<file path="src/rtl/uart_byte_rx.sv">
// uart_byte_rx: oversampled UART receiver assembling LSB-first frames into bytes behind a valid/ready
// output, with framing-error pulse and sticky overrun. Define UART_BYTE_RX_PARITY_EN for an even-parity bit.
module uart_byte_rx #(
  parameter int OVERSAMPLE = 16,
  parameter int DATA_BITS  = 8
) (
  input  logic                 clk,
  input  logic                 rst_n,
  input  logic                 data,
  input  logic                 os_tick,
  output logic [DATA_BITS-1:0] rx_data,
  output logic                 rx_valid,
  input  logic                 rx_ready,
  output logic                 frame_err,
  output logic                 overrun,
  input  logic                 ovr_clr,
`ifdef UART_BYTE_RX_PARITY_EN
  output logic                 parity_err,
`endif
  output logic                 busy
);

  localparam int TW = $clog2(OVERSAMPLE);
  localparam int BW = $clog2(DATA_BITS + 1);
  localparam logic [TW-1:0] TICK_MID = TW'(OVERSAMPLE / 2 - 1);
  localparam logic [TW-1:0] TICK_END = TW'(OVERSAMPLE - 1);
  localparam logic [BW-1:0] BIT_LAST = BW'(DATA_BITS - 1);

  typedef enum logic [2:0] {
    IDLE,
    START,
    DATA,
`ifdef UART_BYTE_RX_PARITY_EN
    PARITY,
`endif
    STOP,
    WAIT_IDLE
  } state_t;

  state_t               state_reg, state_next;
  logic [TW-1:0]        tick_cnt_reg, tick_cnt_next, tick_inc;
  logic [BW-1:0]        bit_cnt_reg, bit_cnt_next;
  logic [DATA_BITS-1:0] shift_reg, shift_next;
  logic [DATA_BITS-1:0] rx_data_reg;
  logic                 rx_valid_reg, frame_err_reg, overrun_reg, busy_reg;
  logic                 commit, ferr_next, bad_par, centre;

`ifdef UART_BYTE_RX_PARITY_EN
  logic par_bit_reg, par_bit_next, parity_err_reg, perr_next;
  // Even parity: data bits plus the parity bit must hold an even number of ones.
  assign bad_par    = ^{shift_reg, par_bit_reg};
  assign parity_err = parity_err_reg;
`else
  assign bad_par = 1'b0;
`endif

  assign tick_inc = (tick_cnt_reg == TICK_END) ? '0 : tick_cnt_reg + 1'b1;
  assign centre   = os_tick && (tick_cnt_reg == TICK_END);

  always_ff @(posedge clk or negedge rst_n) begin
    if (!rst_n) begin
      state_reg    <= IDLE;
      tick_cnt_reg <= '0;
      bit_cnt_reg  <= '0;
      shift_reg    <= '0;
`ifdef UART_BYTE_RX_PARITY_EN
      par_bit_reg  <= 1'b0;
`endif
    end else begin
      state_reg    <= state_next;
      tick_cnt_reg <= tick_cnt_next;
      bit_cnt_reg  <= bit_cnt_next;
      shift_reg    <= shift_next;
`ifdef UART_BYTE_RX_PARITY_EN
      par_bit_reg  <= par_bit_next;
`endif
    end
  end

  always_comb begin
    state_next    = state_reg;
    tick_cnt_next = tick_cnt_reg;
    bit_cnt_next  = bit_cnt_reg;
    shift_next    = shift_reg;
    commit        = 1'b0;
    ferr_next     = 1'b0;
`ifdef UART_BYTE_RX_PARITY_EN
    par_bit_next  = par_bit_reg;
    perr_next     = 1'b0;
`endif
    case (state_reg)
      IDLE: begin
        if (os_tick && !data) begin
          state_next    = START;
          tick_cnt_next = '0;
        end
      end
      START: begin
        if (os_tick) begin
          tick_cnt_next = tick_inc;
          // Mid start bit: a line back high was only a glitch.
          if (tick_inc == TICK_MID) begin
            tick_cnt_next = '0;
            bit_cnt_next  = '0;
            state_next    = data ? IDLE : DATA;
          end
        end
      end
      DATA: begin
        if (os_tick) tick_cnt_next = tick_inc;
        if (centre) begin
          shift_next   = {data, shift_reg[DATA_BITS-1:1]};
          bit_cnt_next = bit_cnt_reg + 1'b1;
`ifdef UART_BYTE_RX_PARITY_EN
          if (bit_cnt_reg == BIT_LAST) state_next = PARITY;
`else
          if (bit_cnt_reg == BIT_LAST) state_next = STOP;
`endif
        end
      end
`ifdef UART_BYTE_RX_PARITY_EN
      PARITY: begin
        if (os_tick) tick_cnt_next = tick_inc;
        if (centre) begin
          par_bit_next = data;
          state_next   = STOP;
        end
      end
`endif
      STOP: begin
        if (os_tick) tick_cnt_next = tick_inc;
        if (centre) begin
`ifdef UART_BYTE_RX_PARITY_EN
          perr_next = bad_par;
`endif
          if (data) begin
            commit     = !bad_par;
            state_next = IDLE;
          end else begin
            ferr_next  = 1'b1;
            state_next = WAIT_IDLE;
          end
        end
      end
      WAIT_IDLE: begin
        if (os_tick && data) state_next = IDLE;
      end
      default: state_next = IDLE;
    endcase
  end

  always_ff @(posedge clk or negedge rst_n) begin
    if (!rst_n) begin
      rx_data_reg    <= '0;
      rx_valid_reg   <= 1'b0;
      frame_err_reg  <= 1'b0;
      overrun_reg    <= 1'b0;
      busy_reg       <= 1'b0;
`ifdef UART_BYTE_RX_PARITY_EN
      parity_err_reg <= 1'b0;
`endif
    end else begin
      frame_err_reg <= ferr_next;
      busy_reg      <= (state_next != IDLE);
`ifdef UART_BYTE_RX_PARITY_EN
      parity_err_reg <= perr_next;
`endif
      // A commit may replace the held byte only when that byte leaves in the same cycle.
      if (commit && (!rx_valid_reg || rx_ready)) begin
        rx_data_reg  <= shift_reg;
        rx_valid_reg <= 1'b1;
      end else if (rx_valid_reg && rx_ready) begin
        rx_valid_reg <= 1'b0;
      end
      if (commit && rx_valid_reg && !rx_ready) overrun_reg <= 1'b1;
      else if (ovr_clr)                        overrun_reg <= 1'b0;
    end
  end

  assign rx_data   = rx_data_reg;
  assign rx_valid  = rx_valid_reg;
  assign frame_err = frame_err_reg;
  assign overrun   = overrun_reg;
  assign busy      = busy_reg;

endmodule

</file>
<file path="config.mk">
export PLATFORM = sky130hd
export DESIGN_NAME = uart_byte_rx
export DESIGN_NICKNAME = d
export VERILOG_FILES = /design/src/rtl/uart_byte_rx.sv
export SDC_FILE = /design/constraint.sdc
export NUM_CORES = 1
export LEC_CHECK = 0
export ABC_AREA = 1
export CELL_PAD_IN_SITES_DETAIL_PLACEMENT = 1
export CELL_PAD_IN_SITES_GLOBAL_PLACEMENT = 1
export CORE_ASPECT_RATIO = 1.25
export CORE_MARGIN = 2
export CORE_UTILIZATION = 41
export DETAILED_ROUTE_END_ITERATION = 12
export PLACE_DENSITY = 0.87
export REMOVE_ABC_BUFFERS = 1
export SLEW_MARGIN = 5
export SYNTH_ARGS = -nofsm -noshare
export SYNTH_HDL_FRONTEND = slang
export SYNTH_SLANG_ARGS = --single-unit
</file>
<file path="constraint.sdc">
create_clock -name clk -period 1.6 [get_ports clk]
set_input_delay 0.32 -clock clk [delete_from_list [all_inputs] [get_ports clk]]
set_output_delay 0.32 -clock clk [all_outputs]
set_load 0.01 [all_outputs]
</file>
* Word-level counts from Yosys, hierarchy flattened
Index checks and enable logic that the tools add are counted.
** Word-level totals
- Output and inout port bits :: 12
- Register bits :: 31
- Input bits :: 6
** Cells by class
- Eq/ne operators :: 12
- Add/sub/neg operators :: 2
- Reductions and logical operators :: 21
- Multiplexer cells :: 30
** Operators with widths (count)
- $mux 4 :: 8
- $mux 3 :: 8
- $pmux 3 s5 :: 1
- $pmux 4 s3 :: 1
- $mux 1 :: 10
- $add 4x1->4 const B :: 2
- $eq 4x3->1 const B :: 2
- $ne 2x2->1 const B :: 4
- $pmux 4 s2 :: 1
- $reduce_and 4->1 :: 2
- $logic_and 1x1->1 :: 7
- $eq 3x2->1 const B :: 2
- $reduce_bool 2->1 :: 3
- $reduce_bool 3->1 :: 2
- $eq 4x4->1 const B :: 1
- $eq 3x1->1 const B :: 1
- $eq 3x3->1 const B :: 1
- $logic_not 1->1 :: 3
- $logic_not 3->1 :: 1
- $mux 2 :: 1
- $ne 2x1->1 const B :: 1
- $reduce_and 2->1 :: 1
- $reduce_or 2->1 :: 1
- $logic_or 1x1->1 :: 1

* Logic depth before layout (Yosys ltp)
- Depth in word-level cells :: 7
- Mapped depth :: 10
- Depth with buffers taken out :: 10

* Least setup slack after synthesis
Ideal clock, no wire load.
- Kind :: reg-to-reg
- From :: reg tick_cnt_reg[1]
- To :: reg rx_data_reg[6], in the netlist rx_data[6]
- Period minus slack after synthesis :: 1452 ps
- Path buffers :: 1
- Slack :: 148 ps
- Arrival :: 1335 ps
- Stages on the path, launching flop included :: 8
- Setup time :: 117 ps
- Cells stage by stage :: dfrtp_1 ha_1 nand3_4 nor4_4 nand2_4 buf_6 nand2_2 o21ai_2
** Between the ends
- Longest elaborated chain between the ends :: 5
** Ends and longest elaborated chain
- start: declaration :: RTL line 41 : logic [TW-1:0] tick_cnt_reg, tick_cnt_next, tick_inc;
- start signal: assignment :: RTL line 71 : tick_cnt_reg <= tick_cnt_next;
- $eq 4x4->1 :: RTL line 58 : assign centre = os_tick && (tick_cnt_reg == TICK_END);
- $logic_and 1x1->1 :: RTL line 58
- $mux 1 :: RTL line 132 : if (centre) begin
- $mux 1 :: RTL line 91 : case (state_reg)
- $logic_and 1x1->1 :: RTL line 169 : if (commit && (!rx_valid_reg || rx_ready)) begin
- end signal: assignment :: RTL line 170 : rx_data_reg <= shift_reg;
- end: declaration :: RTL line 44 : logic [DATA_BITS-1:0] rx_data_reg;
Every way passes these cells.
A chain may end at the register's enable or synchronous reset.

* Worst setup path in the final report
- From :: reg tick_cnt_reg[0]
- To :: reg rx_data_reg[7], in the netlist rx_data[7]
The elaborated chain is that of the path after synthesis.

==> summary.md <==
| Metric | Value |
|---|---|
| Outcome | complete, but fails checks |
| Failing checks | DRC |
| Layout cell share with drive strength beyond 1 | a little over a fifth |
| Slew headroom | about three quarters |
| H-tree depth | 2 |
| DR vias | about 1300 |
| R2r startpoint | tick_cnt_reg[0] |
| Met2 global-route usage | around 37% |
| Netlist cell types | 23 |
| Clock Sinks | 31 |
| TritonCTS clock tree | yes |
| DRT Pass-1 Iters | 8 |
| Synth Instances | 184 |
| RSZ-0062 raised after global routing | true |
| DP Cell Count | 251 |
| Min-Delay Path Class | in -> async |
| Power, Total | about 2.3 mW |
| Maximum net fanout on the critical path | 8 |
| Clock buffer depth | 2 |
| Leak pwr | 0.9326 nW |
| Worst VDD drop | 0.6412 mV |
| Slowest-stage cell, CP | dfrtp_1 |
| Data required, critical path | roughly 1800 ps |
| Die Span Y | 72.47 microns |
| Tightest Pin Transition | slightly below 400 ps |
| Pin count of the biggest net entering global routing | 32 |
| CP Class | reg -> reg |
| Iter 0 DRT Violations | 47 |
| Fin crit share | a little over nine tenths |
| Area of the die | 4259 sq um |
| Final setup viols | 0 |
| Total global-route track usage | between 15 and 20% |
| GR peak layer | met2 |
| Grt total ovfl | 0 |
| Area Overhead vs Synth | 27.50% |
| Placement row count | 24 |
| CP arrival | between 1500 and 2000 ps |
| Crit end category | flop |
| R2r worst-path depth | 7 |
| Cell area after synthesis | ~1500 sq um |
| M3 GR Usage | about 4.5% |
| Worst skew pair latency | 280 ps |
| Setup TNS | 0 ps |
| Clk_skew | about 8 ps |
| Number of buffers added on ports | 17 |
| Power Density | 1181 nW/um^2 |
| Drt total wl | between 3 and 4 mm |
| Nets | between 200 and 250 |
| Critical path's largest stage delay | 350 ps |
| GP Congestion | 0.9633 |
| Crit path launch | tick_cnt_reg[0] |
| Vias in the first global route | 1407 |
| Core area | approximately 3500 sq um |
| Syn Area/Cell | about 8.4 sq um |
| Initial Utilization | a little over two fifths |
| Remaining DRCs | 5 |
| R2R Path End | rx_data[7] |
| Crit-path cells | ha_2 -> nand3_4 -> nor4_4 -> buf_4 -> nand2_4 -> nand2_1 -> o21ai_2 |
| Antenna violations before repair | 0 |
| Post-Layout Cell Count | roughly 260 |
| Io pins | 18 |
| Root buffer cell | clkbuf_8 |
| Critical path launch point type | flop |
| Routed Antenna Nets | 0 |
| Max-cap violations | 0 |
| Die W | around 60 microns |
| Worst hold slack | 437.9 ps |
| Dpl cell area | 1836 sq um |
| DP Wirelength | between 2 and 3 mm |
| Clock transition at the registers of the reported paths | 60 ps |
| Finished Cell Area | just under 2000 sq um |
| Hold Vio Cnt, Final | 0 |
| R2R Setup Slk | around 57 ps |
| Vias per cell | just over 5 |
| Final worst path period need | around 1500 ps |
| #FFs+latches synth | 31 |
| Slew Limit Fails | 0 |
| WL/cell | ~14 microns |
| Max Freq | approximately 0.65 GHz |
| Post-layout util | a little under three fifths |
| Final WS setup | between 50 and 60 ps |
| Sequential-to-total area share from yosys stat | between 50% and 60% |
| CTS Buf Count | 5 |
| First-pass GRT wire length | around 6.3 mm |
| Termination of the worst setup path | rx_data[7] |
| GR met1 Demand/Resource | 20.80% |
| Diodes inserted | 0 |
| Worst slack at placement | -234.2 ps |
| Yosys Warn Count | 0 |
| # hold bufs at CTS | 0 |
[worst min-delay path by stage]
stage	from	to	slack (ps)
floorplan	rst_n	bit_cnt_reg[0]	20
global placement	rx_data[0]	rx_data[0]	460
detailed placement	rx_data[3]	rx_data[3]	470
CTS	rst_n	rx_data[2]	450
global route	rst_n	rx_data[2]	460
finish	rst_n	rx_data[2]	440
[routing by layer]
metal / wire length [microns] / vias to the layer above
met5: 0 / -
met4: 59 / 0
met3: 124 / 4
met2: 2146 / 23
met1: 1421 / 666
li1: - / 654
[synth_stat cells]
master | number | area, sq um
xor2_1 | 1 | 8.760
o21ai_0 | 12 | 60.06
nand2_1 | 50 | 187.7
nor2_4 | 1 | 11.26
inv_1 | 25 | 93.84
o22ai_1 | 1 | 6.260
nand2_2 | 4 | 25.02
nor4_4 | 1 | 21.27
clkbuf_1 | 1 | 3.750
nand3_4 | 1 | 17.52
o21ai_1 | 1 | 5.000
o21ai_2 | 7 | 61.31
nor2_2 | 1 | 6.260
ha_1 | 3 | 37.54
a21oi_1 | 2 | 10.01
nor2_1 | 19 | 71.32
nand2_4 | 1 | 11.26
nand4_1 | 3 | 18.77
nor3_1 | 1 | 5.000
buf_6 | 2 | 22.52
nand3_1 | 14 | 70.07
dfrtp_1 | 31 | 775.7
inv_2 | 2 | 7.510
[cells in the final DEF (no fill, tap or decap), types with 5 or more instances in the layout]
cell / netlist / layout
clkdlybuf4s50_1: 0 / 17
o21ai_2: 7 / 7
nor2_1: 19 / 16
inv_1: 25 / 25
dfrtp_1: 31 / 31
buf_4: 0 / 15
nand2_2: 4 / 6
nand3_1: 14 / 13
o21ai_0: 12 / 12
nand2_1: 50 / 48
clkbuf_8: 0 / 5
[worst max-delay path, delay by kind of cell, from the launching register on]
family	cells	cell delay [ps]
AOI/OAI and AO/OA	1	60
DFF	1	350
adders and majority gates	1	240
and+or+nand+nor	4	600
buffers and inverters	1	180
[where the power goes]
part / total, mW / internal [mW] / switching [mW] / leakage, nW
registers: 0.957 / 0.876 / 0.0810 / 0.414
clock network: 0.569 / 0.304 / 0.265 / 0.0422
logic: 0.789 / 0.308 / 0.481 / 0.476
[what timing repair did]
item	CTS	global route
setup endpoints to repair	6	15
buffers inserted	0	1
pin swaps	0	2
gates cloned	0	1
resized for setup	2	7
[cells by family (layout without fill, tap and decap cells)]
family / Yosys count / in the layout / synth area share [%]
AO/OA/AOI/OAI: 23 / 23 / 9.276
buffers and inverters: 30 / 67 / 8.299
AND/OR/NAND/NOR: 96 / 97 / 28.97
XOR/XNOR: 1 / 1 / 0.5697
adder cells (fa/ha/maj): 3 / 3 / 2.441
flip-flops: 31 / 31 / 50.45
[area by class of cell]
type	instances	area, sq um
clock buffer	7	76.32
clock inverter	1	5.005
fill	455	1583
inverter	27	101.3
multi-input combinational	124	670.6
sequential	31	775.7
tap	39	48.80
timing repair buffer	32	282.8
Power figures use the tool's default switching activity.
